<file path="config.mk">
export PLATFORM = sky130hd
export DESIGN_NAME = sha3_padder
export DESIGN_NICKNAME = d
export VERILOG_FILES = /design/src/rtl/sha3_pkg.sv /design/src/rtl/sha3_padder.sv
export SDC_FILE = /design/constraint.sdc
export NUM_CORES = 2
export LEC_CHECK = 0
export BUFFER_PORTS_ARGS = -buffer_cell sky130_fd_sc_hd__clkbuf_2
export CAP_MARGIN = 20
export CORE_AREA = 8 8 429 431
export DETAILED_ROUTE_END_ITERATION = 8
export DIE_AREA = 0 0 437 439
export GPL_TIMING_DRIVEN = 0
export MAX_ROUTING_LAYER = met4
export PLACE_DENSITY = 0.53
export SLEW_MARGIN = 20
export SYNTH_ARGS = -nofsm -noshare
export SYNTH_HDL_FRONTEND = slang
export SYNTH_SLANG_ARGS = --single-unit
</file>
<file path="constraint.sdc">
create_clock -name clk -period 3.8 [get_ports clk]
set_clock_uncertainty 0.1 [all_clocks]
set_input_delay 0.19 -clock clk [delete_from_list [all_inputs] [get_ports clk]]
set_output_delay 0.19 -clock clk [all_outputs]
set_load 0.005 [all_outputs]
</file>
<file path="src/rtl/sha3_pkg.sv">
// Shared types and constants for the SHA3 message padder.
package sha3_pkg;

  typedef enum logic [1:0] {
    ST_FILL = 2'd0,
    ST_PAD  = 2'd1,
    ST_EMIT = 2'd2
  } state_e;

  localparam logic [7:0] PAD_SHA3 = 8'h06;
  localparam logic [7:0] PAD_END  = 8'h80;

  function automatic int rate_bits(input int d);
    return 1600 - 2 * d;
  endfunction

endpackage

</file>
<file path="src/rtl/sha3_padder.sv">
// Byte-serial SHA3 padder: packs message bytes into rate blocks and appends pad10*1.
// Optional build macro SHA3_PADDER_COUNT_EN adds the msg_len byte counter output.
module sha3_padder
  import sha3_pkg::*;
#(
  parameter int         D      = 256,
  parameter logic [7:0] DOMAIN = PAD_SHA3
) (
  input  logic                      clk,
  input  logic                      reset,
  input  logic                      in_valid,
  input  logic [7:0]                in_data,
  input  logic                      in_last,
  input  logic                      flush,
  output logic                      in_ready,
  output logic [rate_bits(D)-1:0]   block,
  output logic                      block_valid,
  output logic                      block_last,
  input  logic                      block_ready
`ifdef SHA3_PADDER_COUNT_EN
  ,
  output logic [31:0]               msg_len
`endif
);

  localparam int R  = rate_bits(D);
  localparam int NB = R / 8;
  localparam int CW = $clog2(NB + 1);
  localparam int BW = $clog2(R);

  state_e          r_state;
  logic [CW-1:0]   r_cnt;
  logic [R-1:0]    r_block;
  logic            r_last;
  logic            r_pend;

  logic [CW-1:0]   w_cnt_nxt;
  logic            w_full;
  logic [BW-1:0]   w_pos;
  logic [R-1:0]    w_pad;

  // Byte index 0 lives in the top byte of the block.
  assign w_pos     = BW'(R - 8) - BW'({r_cnt, 3'b000});
  assign w_cnt_nxt = r_cnt + CW'(1);
  assign w_full    = (w_cnt_nxt == CW'(NB));

  // Bytes beyond cnt are already zero, so only the domain byte and end bit are added.
  always_comb begin
    w_pad            = r_block;
    w_pad[w_pos +: 8] = DOMAIN;
    w_pad[7:0]       = w_pad[7:0] | PAD_END;
  end

  always_ff @(posedge clk or negedge reset) begin
    if (!reset) begin
      r_state <= ST_FILL;
      r_cnt   <= '0;
      r_block <= '0;
      r_last  <= 1'b0;
      r_pend  <= 1'b0;
    end else begin
      case (r_state)
        ST_FILL: begin
          if (in_valid) begin
            r_block[w_pos +: 8] <= in_data;
            r_cnt               <= w_cnt_nxt;
            if (w_full) begin
              r_state <= ST_EMIT;
              r_pend  <= in_last;
            end else if (in_last) begin
              r_state <= ST_PAD;
            end
          end else if (flush) begin
            r_state <= ST_PAD;
          end
        end
        ST_PAD: begin
          r_block <= w_pad;
          r_last  <= 1'b1;
          r_state <= ST_EMIT;
        end
        ST_EMIT: begin
          if (block_ready) begin
            r_cnt   <= '0;
            r_block <= '0;
            r_last  <= 1'b0;
            if (r_pend) begin
              r_pend  <= 1'b0;
              r_state <= ST_PAD;
            end else begin
              r_state <= ST_FILL;
            end
          end
        end
        default: r_state <= ST_FILL;
      endcase
    end
  end

  assign in_ready    = (r_state == ST_FILL);
  assign block_valid = (r_state == ST_EMIT);
  assign block_last  = r_last;
  assign block       = r_block;

`ifdef SHA3_PADDER_COUNT_EN
  logic [31:0] r_msg_len;

  always_ff @(posedge clk or negedge reset) begin
    if (!reset) begin
      r_msg_len <= '0;
    end else if (r_state == ST_FILL && in_valid) begin
      if (r_msg_len != 32'hFFFF_FFFF) r_msg_len <= r_msg_len + 32'd1;
    end else if (r_state == ST_EMIT && block_ready && r_last) begin
      r_msg_len <= '0;
    end
  end

  assign msg_len = r_msg_len;
`endif

endmodule

</file>
After elaboration in Yosys (flattened, before gate mapping):

Cells that the tools add are included.

* register bits: 1100
* input port bits: 14
* output and inout port bits: 1091
* word-level logic and storage cells: 48

* $add $sub $neg: 3
* eq/ne operators: 8
* shift-type cells: 3
* muxes and demuxes: 20
* reductions and logical operators: 9

Operators with widths (count)
* one-hot mux 1088 bit (3 select lines): 1
* bitwise mux 1088 bit: 2
* two-way mux 1088 bit: 2
* variable shift 8 x 13 -> 1088 bit, first input constant: 1
* indexed part select 8 x 13 -> 1088 bit: 1
* indexed part select 8 x 13 -> 1088 bit, first input constant: 1
* two-way mux 8 bit: 2
* one-hot mux 8 bit (2 select lines): 1
* negator 11 -> 13 bit: 1
* subtractor 11 bit, first input constant: 1
* two-way mux 2 bit: 5
* AND reduction 3 bit: 3
* adder 8 x 1 -> 8 bit, second input constant: 1
* equality test 8 bit, second input constant: 1
* one-hot mux 2 bit (3 select lines): 1
* two-way mux 1 bit: 4
* inequality test 2 x 1 -> 1 bit, second input constant: 2
* inequality test 4 x 3 -> 1 bit, second input constant: 1
* one-hot mux 1 bit (2 select lines): 2
* AND reduction 4 bit: 1
* nonzero test 2 bit: 2
* inequality test 3 bit, second input constant: 1
* nonzero test 3 bit: 1
* equality test 2 x 1 -> 1 bit, second input constant: 1
* 4 further kinds: 4

Logic depth before layout (Yosys ltp):

* depth in word-level cells: 6
* gate-level depth with buffers: 14
* depth with buffers taken out: 9

Worst setup path before layout:

Ideal clock, no wire load.

* kind: register to register
* start: reg r_cnt[3]
* end: reg with a tool-made name
* library setup time: 0.121 ns
* arrival: 3.105 ns
* data required time: 3.579 ns
* setup slack: 0.474 ns
* cell stages (with the launch flop): 14
* path buffers: 4
* period minus slack after synthesis: 3.326 ns
* path through: dfrtp_1 buf_2 buf_4 inv_1 ha_1 and4bb_2 o211ai_1 or3_1 clkbuf_1 a21oi_4 buf_2 nand3_1 a21o_1 a22o_1

RTL lines
* start, declared: RTL line sha3_padder.sv:32 `logic [CW-1:0] r_cnt;`
* start signal, assigned: RTL line sha3_padder.sv:66 `r_cnt <= w_cnt_nxt;`

==> run summary <==
RUN STATUS
----------------------------------------------------------------------------
Result of the run                                                  completed

FLOORPLAN
----------------------------------------------------------------------------
Total Die Area                                                  191800 sq um
Vertical die dimension                                           439 microns
Die width                                                        437 microns
Initial Util                                                          0.2543
Top-level I/O count                                                     1105
Row count                                                                155
Floorplan Core Area                                             177300 sq um

PLACED DESIGN
----------------------------------------------------------------------------
DPL Wire Length                                                     242.4 mm
Number of buffer cells added on primary ports                           1102
GPL Wtd Cong                                                           1.032
Instance count after placement with tap cells included                  7585

GRT
----------------------------------------------------------------------------
Largest net degree at the start of global routing                         94
Layer with the highest usage after global routing                       met2
Met2 demand-to-capacity share in global routing                       0.4642
Antenna violations before repair                                          10
Total GRT Usage                                                       0.3232
Number of global-route vias before repair                              44580
Residual overflow from global routing                                      0
First-pass GRT wire length                                          415.7 mm
Met1 GRT Util                                                         0.3881
GR met3 Demand/Resource                                              0.09494

STA
----------------------------------------------------------------------------
Max transition margin                                                 0.1804
Maximum operating frequency                                        263.9 MHz
Tmin final                                                          3.790 ns
Share of the clock period used by the worst path after layout         0.9974
Setup repair after global routing missed its margin                     true
Number of hold violations in the final report                              0
Slew at the pin closest to its max-slew limit                       1.229 ns
Setup violations, final                                                    0
Final Max Slew Viols                                                       0

RUN
----------------------------------------------------------------------------
Reported max-cap violation count                                           0

ROUTING
----------------------------------------------------------------------------
DR vias/cell                                                           5.754
Routed wirelength normalized by instance count                  39.68 microns
Antenna Nets Post-Route                                                    0
Violation count after the first detailed-routing iteration              5359
Iteration count of the initial detailed-routing pass                       6
DRC viols                                                                  0
Total via count in the routed design                                   45640
Final Routed Wirelength                                             314.8 mm

SETUP PATH
----------------------------------------------------------------------------
Element type at the critical path start                             register
Type of the setup path with the least slack                          reg2reg
Crit path max-delay family                                      buffers and inverters
Crit path max fanout                                                      10
Cells along the critical path                                   inv_1 -> ha_2 -> nand2_1 -> nand2_2 -> nor2_1 -> clkbuf_1 -> clkbuf_4 -> clkbuf_2 -> a211oi_1
WP buf/inv                                                                 4
Reg2reg start                                                   r_state[0]$_DFFE_PN0P_
Register-to-register path setup slack                                0.01 ns
Critical path arrival                                                4.32 ns
Logic depth of the worst register-to-register path                         9
Peak per-stage delay on the critical path                            0.53 ns
Required arrival time at the worst endpoint                          4.33 ns
Cell with the biggest individual delay on the critical path         clkbuf_2
Endpoint kind of the worst setup timing path                        register

MIN PATH
----------------------------------------------------------------------------
Hold Path End                                                   block_last$_DFFE_PN0P_
Startpoint of the lowest-slack hold path                         block_ready
Path type of the worst min-delay path                                 in2reg
WHS Path Cells                                                             3

YOSYS
----------------------------------------------------------------------------
Number of enable flip-flop cells after synthesis                           0
Register bit count reported by yosys                                    1100
Number of warnings reported in the yosys synthesis log                     0
Nets in the synthesized netlist                                         4120
Post-synthesis async set-or-reset flop share                           1.000
Share of the yosys chip area belonging to registers                   0.6106
Gate count after technology mapping                                     4095
Synthesized area divided by synthesized cell count               11.01 sq um
Number of distinct library cells after synthesis                          79
Post-synthesis instance area                                     45080 sq um
Most used flip-flop cell after synthesis                             dfrtp_1

CLOCKING
----------------------------------------------------------------------------
Later-pin clock latency in the skew report                           0.80 ns
CTS H-tree lvls                                                            4
Clock slew at reported path FFs                                      0.05 ns
Clock tree sinks                                                        1100
TritonCTS clock tree                                                    done
Root cell of the clock tree                                        clkbuf_16
TritonCTS buffer count                                                   133
Clock Tree Buf Depth                                                       3

FINAL LAYOUT
----------------------------------------------------------------------------
Layout cells sized above 1                                            0.3732
Final Non-Filler Cells                                                  7933
Layout net count                                                        5495
Area growth from synthesis to final layout                            39.15%
Most frequent cells in the layout                               clkbuf_2, dfrtp_1, a22o_1
End-of-flow core utilization                                          0.3539
Leading cell type in the layout, fill and taps excluded             clkbuf_2

POWER AND IR DROP
----------------------------------------------------------------------------
Pwr dens                                                        816.6 nW/um^2
Lkg Pwr                                                             29.62 nW
Worst-case vdd ir drop                                             0.6224 mV

## cell type report
type	instances	area, sq um
buffer	267	1582
fill	18040	114500
multi-input combinational	2675	18710
sequential	1100	27530
tap	2355	2947
clock buffer	185	3899
timing repair buffer	1257	7337
inverter	36	138.9
antenna	12	30.03
clock inverter	46	555.5
## how the worst max path moves through the flow
stage                                 end  cells past startpoint  slack [ns]                    from
3_5_place_dp                     register                     12       -2.36    r_cnt[3]$_DFFE_PN0P_
4_1_cts                          register                     11       -0.03  r_state[1]$_DFFE_PN0P_
2_1_floorplan                    register                     13        0.47    r_cnt[3]$_DFFE_PN0P_
3_3_place_gp   asynchronous set/reset pin                      1      -25.78                   reset
6_report                         register                      9        0.01  r_state[0]$_DFFE_PN0P_
5_1_grt                          register                     16       -0.02    r_cnt[3]$_DFFE_PN0P_
## kinds of logic after synthesis
kind of cell | synth area share
multiplexers | 0.0006661
adder cells (fa/ha/maj) | 0.003053
XOR/XNOR | 0.003775
buffers and inverters | 0.02756
AO/OA/AOI/OAI | 0.2414
flip-flops | 0.6106
AND/OR/NAND/NOR | 0.1130
## report_power, final
group          internal, mW  switching (mW)  leakage, nW
logic                  4.99            20.3         12.1
clock network          7.79            5.53         2.19
registers              12.2           0.406         15.3
total                  25.0            26.2         29.6
## routing by layer
metal,share of wire,vias up
li1,-,18130
met1,0.39,23560
met2,0.43,3022
met3,0.094,932
met4,0.092,0
met5,0,-
## through the flow
stage | area (sq um) | power (mW) | setup WS [ns] | hold slack [ns] | TNS [ns]
5_1_grt | 62710 | 51.72 | -0.01556 | 0.1614 | -0.03842
3_5_place_dp | 54400 | 33.60 | -2.357 | -0.07666 | -1386.00
6_report | 62730 | 51.22 | 0.01003 | 0.1195 | 0
2_1_floorplan | 45080 | 20.75 | 0.4736 | -0.2056 | 0
3_3_place_gp | 53540 | 33.17 | -25.78 | 0.3155 | -
4_1_cts | 62180 | 49.97 | -0.03312 | 0.08487 | -0.05843
## Yosys cell counts (all sizes together) (6+ instances only)
cell type | number | area [sq um]
o31ai | 30 | 225.2
o41ai | 8 | 70.07
inv | 36 | 135.1
o2bb2ai | 54 | 473.0
nand2 | 263 | 987.2
nor4 | 13 | 100.1
ha | 11 | 137.6
xnor2 | 11 | 111.4
dfrtp | 1100 | 27530
nand2b | 6 | 37.54
nor3 | 81 | 430.4
and3 | 15 | 93.84
a32o | 72 | 720.7
a21oi | 182 | 925.9
nand4 | 12 | 75.07
a221oi | 9 | 78.83
a31oi | 25 | 156.4
a22o | 510 | 4467
o22a | 17 | 148.9
nor2 | 367 | 1385
clkbuf | 219 | 822.0
and2 | 16 | 100.1
o22ai | 31 | 219.0
a21o | 15 | 112.6
nor2b | 12 | 75.07
o311ai | 12 | 105.1
a22oi | 8 | 65.06
buf | 65 | 285.3
o21ai | 425 | 2131
nand3 | 314 | 1577
o211ai | 36 | 270.3
or3 | 9 | 56.30
a211oi | 46 | 355.3
## tightest hold or removal path: stages
cell and delay [ns]:
dlygate4sd3_1 0.57, clkbuf_2 0.13, o22ai_1 0.08
## timing repair
action                                  4_1_cts  5_1_grt
buffers inserted                             86       20
endpoints found under the setup margin     1090      931
resized for setup                           665      131
gates cloned                                  2        0
hold buffers                                 13        0
pin swaps                                    51       14
endpoints found under the hold margin       351        0
(Power assumes the default switching activity.)
